`config.mk`:
```
export PLATFORM = sky130hd
export DESIGN_NAME = bit_serial_sequencer
export DESIGN_NICKNAME = d
export VERILOG_FILES = /design/src/rtl/bit_serial_sequencer.sv
export SDC_FILE = /design/constraint.sdc
export NUM_CORES = 1
export LEC_CHECK = 0
export BUFFER_PORTS_ARGS = -buffer_cell sky130_fd_sc_hd__buf_2
export CAP_MARGIN = 20
export CORE_ASPECT_RATIO = 0.75
export CORE_MARGIN = 2
export CORE_UTILIZATION = 45
export DETAILED_ROUTE_END_ITERATION = 8
export PLACE_DENSITY = 0.72
export SYNTH_ARGS = -nofsm -noshare
export SYNTH_HDL_FRONTEND = slang
export SYNTH_SLANG_ARGS = --single-unit
```
`constraint.sdc`:
```
create_clock -name clk -period 2.15 [get_ports clk]
set_clock_uncertainty 0.2 [all_clocks]
set_input_delay 0.3225 -clock clk [delete_from_list [all_inputs] [get_ports clk]]
set_output_delay 0.3225 -clock clk [all_outputs]
set_load 0.02 [all_outputs]
```
`src/rtl/bit_serial_sequencer.sv`:
```
// Control FSM for the bit-serial matrix-vector datapath: loads operands, steps the
// bit slicer through every bit position, drains the PE pipeline and holds done.
module bit_serial_sequencer #(
  parameter int NUM_BITS   = 16,
  parameter int PE_LATENCY = 2
) (
  input  logic       clk,
  input  logic       rst,
  input  logic       start,
  input  logic       stall,
  input  logic       abort,
  input  logic       done_ack,
  output logic       ready,
  output logic       busy,
  output logic       load_a,
  output logic       pe_clear,
  output logic       pe_en,
  output logic [3:0] bit_counter,
  output logic       last_bit,
  output logic       done
);

  typedef enum logic [2:0] {IDLE, LOAD, RUN, DRAIN, DONE} state_e;

  localparam logic [3:0] LastBitIdx = 4'(NUM_BITS - 1);
  localparam logic [2:0] DrainInit  = 3'(PE_LATENCY);
  localparam bit         NoDrain    = (PE_LATENCY == 0);

  state_e     state_q, state_d;
  logic [3:0] bit_q, bit_d;
  logic [2:0] drain_q, drain_d;
  logic       ready_q, busy_q, load_q, run_q, last_q, done_q;

  // Next-state logic; abort overrides every transition except leaving IDLE.
  always_comb begin
    state_d = state_q;
    bit_d   = bit_q;
    drain_d = drain_q;
    unique case (state_q)
      IDLE: begin
        bit_d = 4'd0;
        if (start) state_d = LOAD;
      end
      LOAD: begin
        bit_d   = 4'd0;
        state_d = RUN;
      end
      RUN: begin
        if (!stall) begin
          if (bit_q != LastBitIdx) begin
            bit_d = bit_q + 4'd1;
          end else if (NoDrain) begin
            state_d = DONE;
          end else begin
            state_d = DRAIN;
            drain_d = DrainInit;
          end
        end
      end
      DRAIN: begin
        drain_d = drain_q - 3'd1;
        if (drain_q == 3'd1) state_d = DONE;
      end
      DONE: begin
        if (done_ack) begin
          state_d = IDLE;
          bit_d   = 4'd0;
        end
      end
      default: begin
        state_d = IDLE;
        bit_d   = 4'd0;
        drain_d = 3'd0;
      end
    endcase
    if (abort && state_q != IDLE) begin
      state_d = IDLE;
      bit_d   = 4'd0;
      drain_d = 3'd0;
    end
  end

  // Output flags are registered from the next state so they never glitch.
  always_ff @(posedge clk) begin
    if (rst) begin
      state_q <= IDLE;
      bit_q   <= 4'd0;
      drain_q <= 3'd0;
      ready_q <= 1'b1;
      busy_q  <= 1'b0;
      load_q  <= 1'b0;
      run_q   <= 1'b0;
      last_q  <= 1'b0;
      done_q  <= 1'b0;
    end else begin
      state_q <= state_d;
      bit_q   <= bit_d;
      drain_q <= drain_d;
      ready_q <= (state_d == IDLE);
      busy_q  <= (state_d != IDLE);
      load_q  <= (state_d == LOAD);
      run_q   <= (state_d == RUN);
      last_q  <= (state_d == RUN) && (bit_d == LastBitIdx);
      done_q  <= (state_d == DONE);
    end
  end

  assign ready       = ready_q;
  assign busy        = busy_q;
  assign load_a      = load_q;
  assign pe_clear    = load_q;
  assign pe_en       = run_q & ~stall;
  assign bit_counter = bit_q;
  assign last_bit    = last_q;
  assign done        = done_q;

endmodule

```
---- Word level (Yosys, flattened, before mapping) ----
Index checks and enable logic that the tools add are counted.
storage, ports and cells
  bits in registers ....................... 16
  output and inout bits ................... 11
  logic and storage cells ................. 50
operators by class
  add/subtract/negate cells ............... 2
  equality and inequality tests ........... 12
  mux-type cells .......................... 15
  bitwise operators ....................... 3
  reductions and logical operators ........ 9
operator list
  kind                                                                   count
  3-bit two-way mux                                                      8
  4-bit two-way mux                                                      4
  3-bit one-hot mux with 5 select lines                                  1
  4-bit one-hot mux with 3 select lines                                  1
  3-bit by 1-bit equality test with 1-bit output, second input constant  3
  3-bit by 2-bit equality test with 1-bit output, second input constant  3
  3-bit one-hot mux with 3 select lines                                  1
  3-bit equality test, second input constant                             2
  3-bit logical NOT                                                      2
  3-bit nonzero test                                                     2
  4-bit by 1-bit adder with 4-bit output, second input constant          1
  4-bit equality test, second input constant                             1
  2-bit inequality test, second input constant                           2
  4-bit inequality test, second input constant                           1
  3-bit AND reduction                                                    1
  3-bit OR reduction                                                     1
  3-bit by 1-bit subtractor with 3-bit output, second input constant     1
  1-bit logical AND                                                      2
  1-bit NOT                                                              2
  2-bit OR reduction                                                     1
  1-bit bitwise AND                                                      1

---- Longest topological paths before layout ----
  depth after elaboration ................. 7
  mapped depth ............................ 6
  depth with buffers taken out ............ 6

---- Worst setup path before layout ----
Ideal clock, no wire load.
  kind .................................... register -> register
  start ................................... reg bit_q[0], in the netlist bit_counter[0]
  end ..................................... reg last_q, in the netlist last_bit
  setup time .............................. 0.103 ns
  data arrival time ....................... 1.551 ns
  setup slack ............................. 0.296 ns
  cell stages (with the launch flop) ...... 6
  clock period less this slack ............ 1.854 ns
  cells stage by stage .................... dfxtp_1 > ha_1 > a31oi_1 > o211ai_2 > nand3_2 > a2111oi_2
on the way
  cells in the longest elaborated chain, start to end .. 7
  elaborated cells between the ends (all ways) .. 14
  classes of those cells .................. add/sub: 1; eq/ne: 3; mux: 9; reduce/logical: 1
RTL lines
  what                                                                                                   RTL line  RTL
  start, declared                                                                                        30        logic [3:0] bit_q, bit_d;
  start signal, assigned                                                                                 97        bit_q <= bit_d;
  4-bit by 1-bit adder with 4-bit output / 4-bit inequality test (equally long branches)                 51, 50
  4-bit two-way mux / 3-bit two-way mux (equally long branches)                                          50        if (bit_q != LastBitIdx) begin
  4-bit two-way mux / 3-bit two-way mux (equally long branches)                                          49        if (!stall) begin
  4-bit one-hot mux with 3 select lines / 3-bit one-hot mux with 5 select lines (equally long branches)  39        unique case (state_q)
  4-bit two-way mux / 3-bit two-way mux (equally long branches)                                          76        if (abort && state_q != IDLE) begin
  4-bit equality test / 3-bit by 2-bit equality test with 1-bit output (equally long branches)           103       last_q <= (state_d == RUN) && (bit_d == LastBitIdx);
  1-bit logical AND *                                                                                    103
  end signal, assigned                                                                                   103
  end, declared                                                                                          32        logic ready_q, busy_q, load_q, run_q, last_q, done_q;
Every way passes the cells marked *; elsewhere a longest branch is shown, timed or not.
A chain may end at the register's enable or synchronous reset.

---- Worst setup path after layout ----
Ends and elaborated chain as after synthesis.

==> metrics.yaml <==
run:
  max_cap_violations: 0
power_and_ir_drop:
  p_switching_uw: 146
  p_leak_uw: 0.000412
  p_sw_share_pct: 25.0
  p_int_uw: 438
  power_frac_comb_pct: 12.9
  clkPwrFrac_pct: 33.7
  ir_drop_uv: 349
  powerDensity_mw_per_mm2: 586
  pwr-share-seq_pct: 53.4
yosys:
  synth_fp_nets: 110
  synth_flop_cell: "dfxtp_1"
  synth_edf_count: 0
  async_reset_ff_share_pct: 0
  synth_area_um2: 875
  ys_ff_latch: 16
  synthCells: 101
  ys_types: 42
  seq_area_frac_synth_pct: 36.6
  syn_avg_cell_area_um2: 8.66
  yosys_warnings: 0
worst_setup_path:
  slowest_delay_ps: 500
  crit_family: "compound AO/OA/AOI/OAI gates"
  critPathKind: "reg -> reg"
  critPathMaxFanout: 8
  setup.worst_path.end_class: "flip-flop"
  critPathSlowestCell: "dfxtp_1"
  cp_num_buf_inv: 0
  cp_cell_sequence: "ha_1 > a31oi_1 > o211ai_2 > nand3_2 > a2111oi_2"
  critPathLaunchType: "flip-flop"
  worstPathArrival_ps: 1930
  crit_required_ps: 2140
clocking:
  path_clk_slew_ps: 90
  cts_setup_buffers: 0
  cts_resized: 0
  holdBufCountCts: 0
  cts_buffer_depth: 2
  root_buffer: "clkbuf_4"
  clk_latency_ps: 290
  cts_tree: "done"
  h-tree-depth: 1
  cts_buffers: 3
  cts.sinks: 16
sta:
  max_freq_mhz: 515
  period_needed_ps: 1940
  max_slew_margin_pct: 72.3
  fin_setup_tns_ps: 0
  hold_viol_final: 0
  rsz0062_at_grt: "no"
  worstMarginPinSlew_ps: 414
  setup_viol: 0
  drv_slew: 0
  period_share_pct: 90.3
detailed_routing:
  drcViolationCount: 0
  ant_nets: 0
  dr.pass1.iters: 5
  wl_um: 1900
  viasPerCell: 5.85
  drt_iter0_markers: 32
  via_count: 801
  routedWlPerCell_um: 13.8
hold_path:
  hold_class: "in -> reg"
final_layout:
  post_layout_nonfiller_instances: 137
  finish.utilization_pct: 55.7
  nNetsFinal: 125
  syn_to_final_growth_pct: 14.0
  num_antenna_cells: 0
  drive_gt1_share_pct: 23.5
placed_design:
  portBuffers: 16
  dp_cells: 133
  dp_hpwl_um: 1410
  gp_congestion: 0.873
grt:
  grt_antenna_before_repair: 0
  grt_pass1_vias: 673
  grt_usage_pct: 19.0
  grt_start_max_net_pins: 15
  overflow: 0
  grt_first_pass_wirelength_um: 3160
outcome:
  outcome: "complete, no violations"
floorplanning:
  core-area_mm2: 0.00179
  die-height_um: 42.2
  die_w_um: 54.9
  dieArea_mm2: 0.00232
  io_pins: 17
  rows: 13
  start_util_pct: 48.9
layout make-up:
| class | instances | area (um^2) |
|---|---|---|
| Multi-Input combinational cell | 73 | 507 |
| Clock buffer | 4 | 36.3 |
| Tap cell | 22 | 27.5 |
| Fill cell | 174 | 792 |
| Sequential cell | 16 | 320 |
| Inverter | 5 | 18.8 |
| Timing Repair Buffer | 17 | 87.6 |
final timing paths:
check / startpoint / end / slack, ps / cells past startpoint
max: bit_counter[0]$_SDFF_PP0_ / last_bit$_SDFF_PP0_ / 210 / 5
min: rst / drain_q[1]$_SDFFE_PP0P_ / 90 / 2
max reg2reg: bit_counter[0]$_SDFF_PP0_ / last_bit$_SDFF_PP0_ / 210 / 5
min reg2reg: drain_q[0]$_SDFFE_PP0P_ / drain_q[0]$_SDFFE_PP0P_ / 290 / 1
flip-flops by register name, indices dropped and copies added, names as in the netlist:
name and cells:
run_q 1, busy 1, done 1, bit_counter 4, ready 1, drain_q 3, last_bit 1, state_q 3
load_a 1
metrics by stage:
stage	total power, uW	hold slack [ps]	setup WS [ps]	area (um^2)
after floorplan	373	201	296	875
after global placement	392	256	220	957
after detailed placement	393	275	194	957
after CTS	593	78.4	157	993
after global routing	616	90.9	24.5	997
final	584	87.8	209	997
placed cells by master (no fill, tap or decap), drive strengths merged:
master	count
buf	17
dfxtp	16
nor2	7
inv	5
nor3	5
nand2	5
o21ai	4
a21oi	4
nand3	4
clkbuf	4
a21o	3
or3	3
ha	3
o211ai	3
a21boi	2
nand2b	2
a22oi	2
nand4b	2
a31oi	2
nor3b	2
a32oi	2
nor2b	1
or2	1
or4b	1
and2	1
or3b	1
o22a	1
o32a	1
o32ai	1
and3	1
nand3b	1
nand4	1
and4b	1
nor4bb	1
a2111oi	1
o21a	1
a21bo	1
a221oi	1
mux2i	1
cell usage after synthesis, types with 2 or more instances:
library cell	n	share of area, %
dfxtp_1	16	37
nor2_1	7	3.0
inv_1	5	2.1
nand2_1	5	2.1
nor3_1	5	2.9
a21oi_1	4	2.3
clkbuf_1	4	1.7
o21ai_0	4	2.3
a21o_1	3	2.6
ha_1	3	4.3
nand3_1	3	1.7
or3_1	3	2.1
a21boi_0	2	1.7
a22oi_1	2	1.7
a31oi_1	2	1.4
a32oi_1	2	2.0
buf_2	2	1.1
nand2b_1	2	1.4
nand4b_1	2	2.0
nor3b_1	2	1.7
o211ai_1	2	1.7
power groups by stage:
stage          Combinational (uW)  Clock, uW  Sequential, uW
2_1_floorplan                50.7          0             323
3_3_place_gp                 73.6          0             319
3_5_place_dp                 74.5          0             319
4_1_cts                      74.8        206             312
5_1_grt                      82.4        220             314
6_report                     75.2        197             312
metal layers:
metal	GRT usage [%]	vias to the layer above	part of all wire, %
li1	-	405	-
met1	28.6	355	49
met2	24.3	39	41
met3	7.86	2	9.3
met4	5.37	0	0.47
met5	0	-	0
cells by family after synthesis:
| logic type | Yosys count | synth area share (%) |
|---|---|---|
| muxes | 1 | 1.14 |
| and+or+nand+nor | 40 | 27.0 |
| adders and majority gates | 3 | 4.29 |
| DFF | 16 | 36.6 |
| buffers and inverters | 12 | 5.87 |
| AOI/OAI and AO/OA | 29 | 25.0 |
Note: power is estimated with default switching activity, not from simulation.
